`src/rtl/reg_file_arbiter.sv`:
```
// Round-robin arbiter that serialises commands from requesters A and B onto a single-port
// register file, routes read data back to the issuer and closes reads that never return.
module reg_file_arbiter #(
    parameter int DATA_WIDTH = 8,
    parameter int ADDR_WIDTH = 4,
    parameter int RD_TIMEOUT = 4
) (
    input  logic                  CLK,
    input  logic                  RST,
    input  logic                  A_Req,
    input  logic                  A_Wr,
    input  logic [ADDR_WIDTH-1:0] A_Addr,
    input  logic [DATA_WIDTH-1:0] A_WrData,
    input  logic                  B_Req,
    input  logic                  B_Wr,
    input  logic [ADDR_WIDTH-1:0] B_Addr,
    input  logic [DATA_WIDTH-1:0] B_WrData,
    output logic                  A_Ack,
    output logic [DATA_WIDTH-1:0] A_RdData,
    output logic                  A_RdData_Valid,
    output logic                  A_Err,
    output logic                  B_Ack,
    output logic [DATA_WIDTH-1:0] B_RdData,
    output logic                  B_RdData_Valid,
    output logic                  B_Err,
    output logic                  RF_WrEn,
    output logic                  RF_RdEn,
    output logic [ADDR_WIDTH-1:0] RF_Address,
    output logic [DATA_WIDTH-1:0] RF_WrData,
    input  logic [DATA_WIDTH-1:0] RF_RdData,
    input  logic                  RF_RdData_Valid
);
    localparam int CNT_W = $clog2(RD_TIMEOUT + 1);
    localparam logic [CNT_W-1:0] CNT_LAST = CNT_W'(RD_TIMEOUT - 1);

    typedef enum logic [2:0] {IDLE, WRITE, READ, RD_WAIT, RESP} state_e;

    state_e                state_q, state_d;
    logic                  ptr_q, ptr_d;   // 1: B wins a tie
    logic                  gnt_q, gnt_d;   // 1: B owns the command in flight
    logic [CNT_W-1:0]      cnt_q, cnt_d;
    logic                  rf_wr_en_q, rf_wr_en_d, rf_rd_en_q, rf_rd_en_d;
    logic [ADDR_WIDTH-1:0] rf_addr_q, rf_addr_d;
    logic [DATA_WIDTH-1:0] rf_wdata_q, rf_wdata_d;
    logic                  a_ack_q, a_ack_d, b_ack_q, b_ack_d;
    logic                  a_vld_q, a_vld_d, b_vld_q, b_vld_d;
    logic                  a_err_q, a_err_d, b_err_q, b_err_d;
    logic [DATA_WIDTH-1:0] a_rdata_q, a_rdata_d, b_rdata_q, b_rdata_d;

    logic                  sel_b, sel_wr, timed_out, rd_done;
    logic [ADDR_WIDTH-1:0] sel_addr;
    logic [DATA_WIDTH-1:0] sel_wdata, rd_val;

    always_comb begin
        sel_b     = B_Req && (!A_Req || ptr_q);
        sel_wr    = sel_b ? B_Wr : A_Wr;
        sel_addr  = sel_b ? B_Addr : A_Addr;
        sel_wdata = sel_b ? B_WrData : A_WrData;
        timed_out = !RF_RdData_Valid && (cnt_q == CNT_LAST);
        rd_done   = RF_RdData_Valid || timed_out;
        rd_val    = RF_RdData_Valid ? RF_RdData : '0;

        state_d    = state_q;
        ptr_d      = ptr_q;
        gnt_d      = gnt_q;
        cnt_d      = cnt_q;
        rf_wr_en_d = 1'b0;
        rf_rd_en_d = 1'b0;
        rf_addr_d  = '0;
        rf_wdata_d = '0;
        a_ack_d    = 1'b0;
        b_ack_d    = 1'b0;
        a_vld_d    = 1'b0;
        b_vld_d    = 1'b0;
        a_err_d    = 1'b0;
        b_err_d    = 1'b0;
        a_rdata_d  = a_rdata_q;
        b_rdata_d  = b_rdata_q;

        // Outputs are computed for the state being entered so every port comes straight from a flop.
        unique case (state_q)
            IDLE: begin
                if (A_Req || B_Req) begin
                    gnt_d     = sel_b;
                    ptr_d     = !sel_b;
                    rf_addr_d = sel_addr;
                    if (sel_wr) begin
                        state_d    = WRITE;
                        rf_wr_en_d = 1'b1;
                        rf_wdata_d = sel_wdata;
                        a_ack_d    = !sel_b;
                        b_ack_d    = sel_b;
                    end else begin
                        state_d    = READ;
                        rf_rd_en_d = 1'b1;
                    end
                end
            end
            WRITE: state_d = IDLE;
            READ: begin
                cnt_d   = '0;
                state_d = RD_WAIT;
            end
            RD_WAIT: begin
                if (rd_done) begin
                    state_d = RESP;
                    if (gnt_q) begin
                        b_rdata_d = rd_val;
                        b_ack_d   = 1'b1;
                        b_vld_d   = 1'b1;
                        b_err_d   = timed_out;
                    end else begin
                        a_rdata_d = rd_val;
                        a_ack_d   = 1'b1;
                        a_vld_d   = 1'b1;
                        a_err_d   = timed_out;
                    end
                end else begin
                    cnt_d = cnt_q + CNT_W'(1);
                end
            end
            RESP:    state_d = IDLE;
            default: state_d = IDLE;
        endcase
    end

    always_ff @(posedge CLK or negedge RST) begin
        if (!RST) begin
            state_q    <= IDLE;
            ptr_q      <= 1'b0;
            gnt_q      <= 1'b0;
            cnt_q      <= '0;
            rf_wr_en_q <= 1'b0;
            rf_rd_en_q <= 1'b0;
            rf_addr_q  <= '0;
            rf_wdata_q <= '0;
            a_ack_q    <= 1'b0;
            b_ack_q    <= 1'b0;
            a_vld_q    <= 1'b0;
            b_vld_q    <= 1'b0;
            a_err_q    <= 1'b0;
            b_err_q    <= 1'b0;
            a_rdata_q  <= '0;
            b_rdata_q  <= '0;
        end else begin
            state_q    <= state_d;
            ptr_q      <= ptr_d;
            gnt_q      <= gnt_d;
            cnt_q      <= cnt_d;
            rf_wr_en_q <= rf_wr_en_d;
            rf_rd_en_q <= rf_rd_en_d;
            rf_addr_q  <= rf_addr_d;
            rf_wdata_q <= rf_wdata_d;
            a_ack_q    <= a_ack_d;
            b_ack_q    <= b_ack_d;
            a_vld_q    <= a_vld_d;
            b_vld_q    <= b_vld_d;
            a_err_q    <= a_err_d;
            b_err_q    <= b_err_d;
            a_rdata_q  <= a_rdata_d;
            b_rdata_q  <= b_rdata_d;
        end
    end

    assign RF_WrEn        = rf_wr_en_q;
    assign RF_RdEn        = rf_rd_en_q;
    assign RF_Address     = rf_addr_q;
    assign RF_WrData      = rf_wdata_q;
    assign A_Ack          = a_ack_q;
    assign B_Ack          = b_ack_q;
    assign A_RdData_Valid = a_vld_q;
    assign B_RdData_Valid = b_vld_q;
    assign A_Err          = a_err_q;
    assign B_Err          = b_err_q;
    assign A_RdData       = a_rdata_q;
    assign B_RdData       = b_rdata_q;
endmodule

```
`config.mk`:
```
export PLATFORM = sky130hd
export DESIGN_NAME = reg_file_arbiter
export DESIGN_NICKNAME = d
export VERILOG_FILES = /design/src/rtl/reg_file_arbiter.sv
export SDC_FILE = /design/constraint.sdc
export NUM_CORES = 1
export LEC_CHECK = 0
export BUFFER_PORTS_ARGS = -buffer_cell sky130_fd_sc_hd__buf_2
export CAP_MARGIN = 20
export CORE_MARGIN = 2
export CORE_UTILIZATION = 35
export CTS_CLUSTER_SIZE = 20
export DETAILED_ROUTE_END_ITERATION = 10
export GPL_TIMING_DRIVEN = 0
export PLACE_DENSITY_LB_ADDON = 0.2
export SYNTH_ARGS = -nofsm -noshare
export SYNTH_HDL_FRONTEND = slang
export SYNTH_SLANG_ARGS = --single-unit
```
`constraint.sdc`:
```
create_clock -name CLK -period 1.7 [get_ports CLK]
set_input_delay 0.34 -clock CLK [delete_from_list [all_inputs] [get_ports CLK]]
set_output_delay 0.34 -clock CLK [all_outputs]
set_load 0.01 [all_outputs]
```
### Word level (Yosys, flattened, before mapping)

Index checks and enable logic that the tools add are counted.

* reductions and logical operators: 15
* bitwise gates (word level): 1
* muxes and demuxes: 39
* equal/unequal tests: 6
* add/subtract/negate cells: 1

Operators by type and width (number)
* 8-bit 2-to-1 mux: 5
* 1-bit 2-to-1 mux: 23
* 4-bit 2-to-1 mux: 3
* 3-bit by 2-bit equality test with 1-bit output, second input constant: 3
* 3-bit 2-to-1 mux: 3
* 3-bit one-hot mux with 3 select lines: 1
* 2-bit != test, second input constant: 3
* 3-bit one-hot mux with 2 select lines: 1
* 2-bit AND reduction: 3
* 3-bit AND reduction: 2
* 1-bit one-hot mux with 2 select lines: 2
* 3-bit by 1-bit adder with 3-bit output, second input constant: 1
* 1-bit zero test: 3
* 3-bit zero test: 1
* 1-bit logical OR: 3
* 1-bit logical AND: 2
* 2-bit 2-to-1 mux: 1
* 2-bit nonzero test: 1
* 1-bit inverter: 1

* flip-flop bits (word level): 44
* bits of input ports: 39

### Logic depth before layout (Yosys ltp)

* depth after elaboration: 7
* mapped depth: 8
* gate-level depth less buffers: 6

### Worst setup path after synthesis

Ideal clock, no wire load.

* path kind: register to register
* from: register cnt_q[0]
* to: register b_rdata_q[6] (netlist: B_RdData[6])
* arrival: 1.756 ns
* required time: 1.575 ns
* path slack: -0.181 ns
* buffers on the path: 2
* setup time: 0.125 ns
* cell stages (with the launch flop): 8
* clock period less this slack: 1.881 ns
* cells stage by stage: dfrtp_1 -> ha_1 -> ha_1 -> or2_1 -> buf_6 -> nand3_1 -> buf_2 -> mux2_2

* cells in the longest elaborated chain, start to end: 4

Ends and longest elaborated chain
* start, declared: line 41 `logic [CNT_W-1:0] cnt_q, cnt_d;`
* start signal, assigned: line 149 `cnt_q <= cnt_d;`
* 3-bit by 2-bit equality test with 1-bit output: line 59 `timed_out = !RF_RdData_Valid && (cnt_q == CNT_LAST);`
* 1-bit logical AND: line 59
* 1-bit logical OR: line 60 `rd_done = RF_RdData_Valid || timed_out;`
* 3-bit AND reduction (no line)
* end signal, assigned: line 161 `b_rdata_q <= b_rdata_d;`
* end, declared: line 48 `logic [DATA_WIDTH-1:0] a_rdata_q, a_rdata_d, b_rdata_q, b_rdata_d;`

No other way between the ends.
A chain may end at the register's enable or synchronous reset.

### Worst setup path in the final report

* from: register cnt_q[1]
* to: register a_rdata_q[4] (netlist: A_RdData[4])

* cells in the longest elaborated chain, start to end: 4

Ends and longest elaborated chain
* 3-bit by 2-bit equality test with 1-bit output: line 59
* 1-bit logical AND: line 59
* 1-bit logical OR: line 60
* 3-bit AND reduction (no line)
* end signal, assigned: line 160 `a_rdata_q <= a_rdata_d;`
* end, declared: line 48

No other way between the ends.

==> impl_metrics.tcl <==
set metrics [dict create \
    status "finished, violations left" \
    failed_checks "negative setup slack" \
    grt_overflow_total 0 \
    grt_pass1_vias 1312 \
    slew_headroom_pct 58.3 \
    gp_congestion 0.696 \
    r2r-end "A_RdData[4]" \
    viasPerCell 4.43 \
    grt_start_max_net_pins 45 \
    grt_pass1_wl_um 5980 \
    setup_viol 6 \
    drc 0 \
    avgRoutedWirePerCell_um 12.4 \
    syn-num-nets 188 \
    final.min_clock_period_ps 1730 \
    syn_avg_cell_area_um2 12.3 \
    cts_buffers 5 \
    cts_root_buf "clkbuf_8" \
    power.density_mw_per_mm2 1380 \
    yosys-top-cells-area "dfrtp_1 61%, mux2i_1 4.4%, mux2_4 4.2%" \
    die_height_um 75.8 \
    yosysTopAreaCell "dfrtp_1" \
    rows 26 \
    final_nets 277 \
    start_util_pct 35.8 \
    synth_ff_type "dfrtp_1" \
    antenna_cells 0 \
    fp.dieArea_mm2 0.00574 \
    synth_edf_count 0 \
    cts.reportedPaths.clkPinSlew_ps 80 \
    slew_viol_final 0 \
    ys_seq_elements 44 \
    fin_cells 307 \
    fin_worst_skew_ps 11.6 \
    vdd_drop_max_uv 546 \
    dpl.hpwl_um 2760 \
    coreArea_mm2 0.00504 \
    drive_above_1_share_pct 49.8 \
    maxCapViolCount 0 \
    pin_count 75 \
    synthArstFlopShare_pct 100 \
    yosysMostFrequentCell "dfrtp_1" \
    critPathLaunchType "flop" \
    worstPathRequired_ps 1880 \
    yosysUniqueCellTypes 29 \
    first_pass_iters 4 \
    ant_nets 0 \
    dp_cells 291 \
    clk_path_buf_depth 2 \
    worst_pin_slew_ps 621 \
    syn-instance-count 147 \
    hp-class "input pin to flop" \
    portBuffers 74 \
    cp_max_fo 7 \
    cts.sinks 44 \
    setup_ws_ps -25.6 \
    vias 1361 \
    wirelength_um 3800 \
    yosys.area.top_type_share_pct 61.0 \
    worst-setup-path-type "flop to flop" \
    leakagePower_nw 1.35 \
    grt_setup_unrepaired "yes" \
    fp.dieW_um 75.8 \
    cp.arrival_ps 1910 \
    fmax_mhz 580 \
    reg2reg_slack_ps -30 \
    crit_end "A_RdData[4]" \
    grtUsageTotal_pct 14.3 \
    cts_tree "done" \
    finalHoldViolations 0 \
    syn_area_mm2 0.00180 \
    clock_latency_ps 300 \
    timing.final.crit_share_pct 102 \
    synthToLayoutAreaGrowth_pct 37.5 \
    synth_commonest_cells "44 x dfrtp_1, 16 x nand2_1, 15 x nor2_1" \
    h-tree-depth 2 \
    dp_slack_ps -230 \
    timing.rr.start "cnt_q[1]" \
    cp-end-kind "flop" \
    rr_worst_depth 6 \
    nFillCells 476 \
    antenna_found_initial 0 \
    ys_warn_count 0 \
    yosysSeqAreaShare_pct 61.0 \
    cp-startpoint "cnt_q[1]" \
    drt_iter0_markers 56 \
]
-- flip-flops by register name (all words and copies together) (netlist names), 3 cells and up --
signal / flops
B_RdData: 8
A_RdData: 8
RF_WrData: 8
state_q: 3
RF_Address: 4
cnt_q: 3
-- final cells by class --
| cell class | count | area [um^2] | share of cell area (%) |
|---|---|---|---|
| well taps | 70 | 87.6 | 3.53 |
| clock inverters | 3 | 18.8 | 0.756 |
| clock buffers | 5 | 68.8 | 2.77 |
| plain buffers | 3 | 18.8 | 0.756 |
| inverters | 5 | 18.8 | 0.756 |
| multi-input cells | 93 | 691 | 27.8 |
| repair buffers | 84 | 477 | 19.2 |
| flip-flops and latches | 44 | 1100 | 44.4 |
-- worst max-delay path, cell delays in order, from the launching register on --
cell	delay, ps
dfrtp_1	390
ha_2	200
ha_4	150
or2_4	250
and2_4	140
nor2b_4	170
mux2_4	310
-- stage by stage --
stage	area [um^2]	hold slack (ps)	setup TNS, ps	power [mW]	utilization [%]
floorplan	1830	44.4	-737	2.28	-
global placement	2290	463	-1470	2.72	45.3
detailed placement	2290	476	-1650	2.74	45.3
CTS	2450	233	-741	3.47	48.6
global route	2480	290	-654	3.71	49.2
finish	2480	282	-86.4	3.43	49.2
-- cells by family after synthesis --
logic type,synth area share [%]
buffers and inverters,2.98
muxes,12.3
DFF,61.0
and+or+nand+nor,14.7
adders and majority gates,1.39
AOI/OAI and AO/OA,7.56
-- cells in the final DEF, fill, tap and decap left out, types with 2 or more instances in the layout --
master / instances
buf_2: 74
dfrtp_1: 44
nand2_1: 16
nor2_1: 15
a22oi_1: 8
mux2i_1: 8
mux2_4: 7
o21ai_0: 6
buf_4: 6
inv_1: 5
and2_2: 5
clkbuf_8: 5
nand2b_1: 4
mux2_2: 4
nor3_1: 3
clkbuf_1: 2
and3_1: 2
buf_6: 2
a22o_1: 2
clkinv_2: 2
buf_12: 2
-- where the power goes --
part	switching (mW)	internal (mW)	total, mW
clock	0.360	0.287	0.647
sequential	0.176	1.37	1.55
combinational	0.603	0.627	1.23
total	1.14	2.29	3.43
-- per-layer routing --
layer | GRT usage, % | routed length [um] | vias up | part of all wire [%]
met1 | 18.6 | 1750 | 616 | 46
met3 | 7.14 | 408 | 2 | 11
met4 | 5.26 | 30 | 0 | 0.79
li1 | - | - | 675 | -
met2 | 20.6 | 1610 | 68 | 42
met5 | 0 | 0 | - | 0
-- what timing repair did --
| action | in CTS | in global routing |
|---|---|---|
| buffers inserted | 7 | 1 |
| endpoints found under the hold margin | 0 | 2 |
| hold buffers | 0 | 1 |
| endpoints found under the setup margin | 11 | 21 |
| resized for setup | 4 | 2 |
-- worst min-delay path by stage --
stage | slack [ps] | cells past startpoint | start | endpoint
6_report | 280 | 3 | B_Addr[1] | RF_Address[1]
5_1_grt | 290 | 3 | B_Addr[1] | RF_Address[1]
4_1_cts | 230 | 1 | RST | A_RdData[3]
3_5_place_dp | 480 | 2 | B_RdData[1] | B_RdData[1]
3_3_place_gp | 460 | 2 | B_RdData[0] | B_RdData[0]
2_1_floorplan | 40 | 0 | RST | A_Ack
No activity file was read; power rests on OpenSTA's default activity.
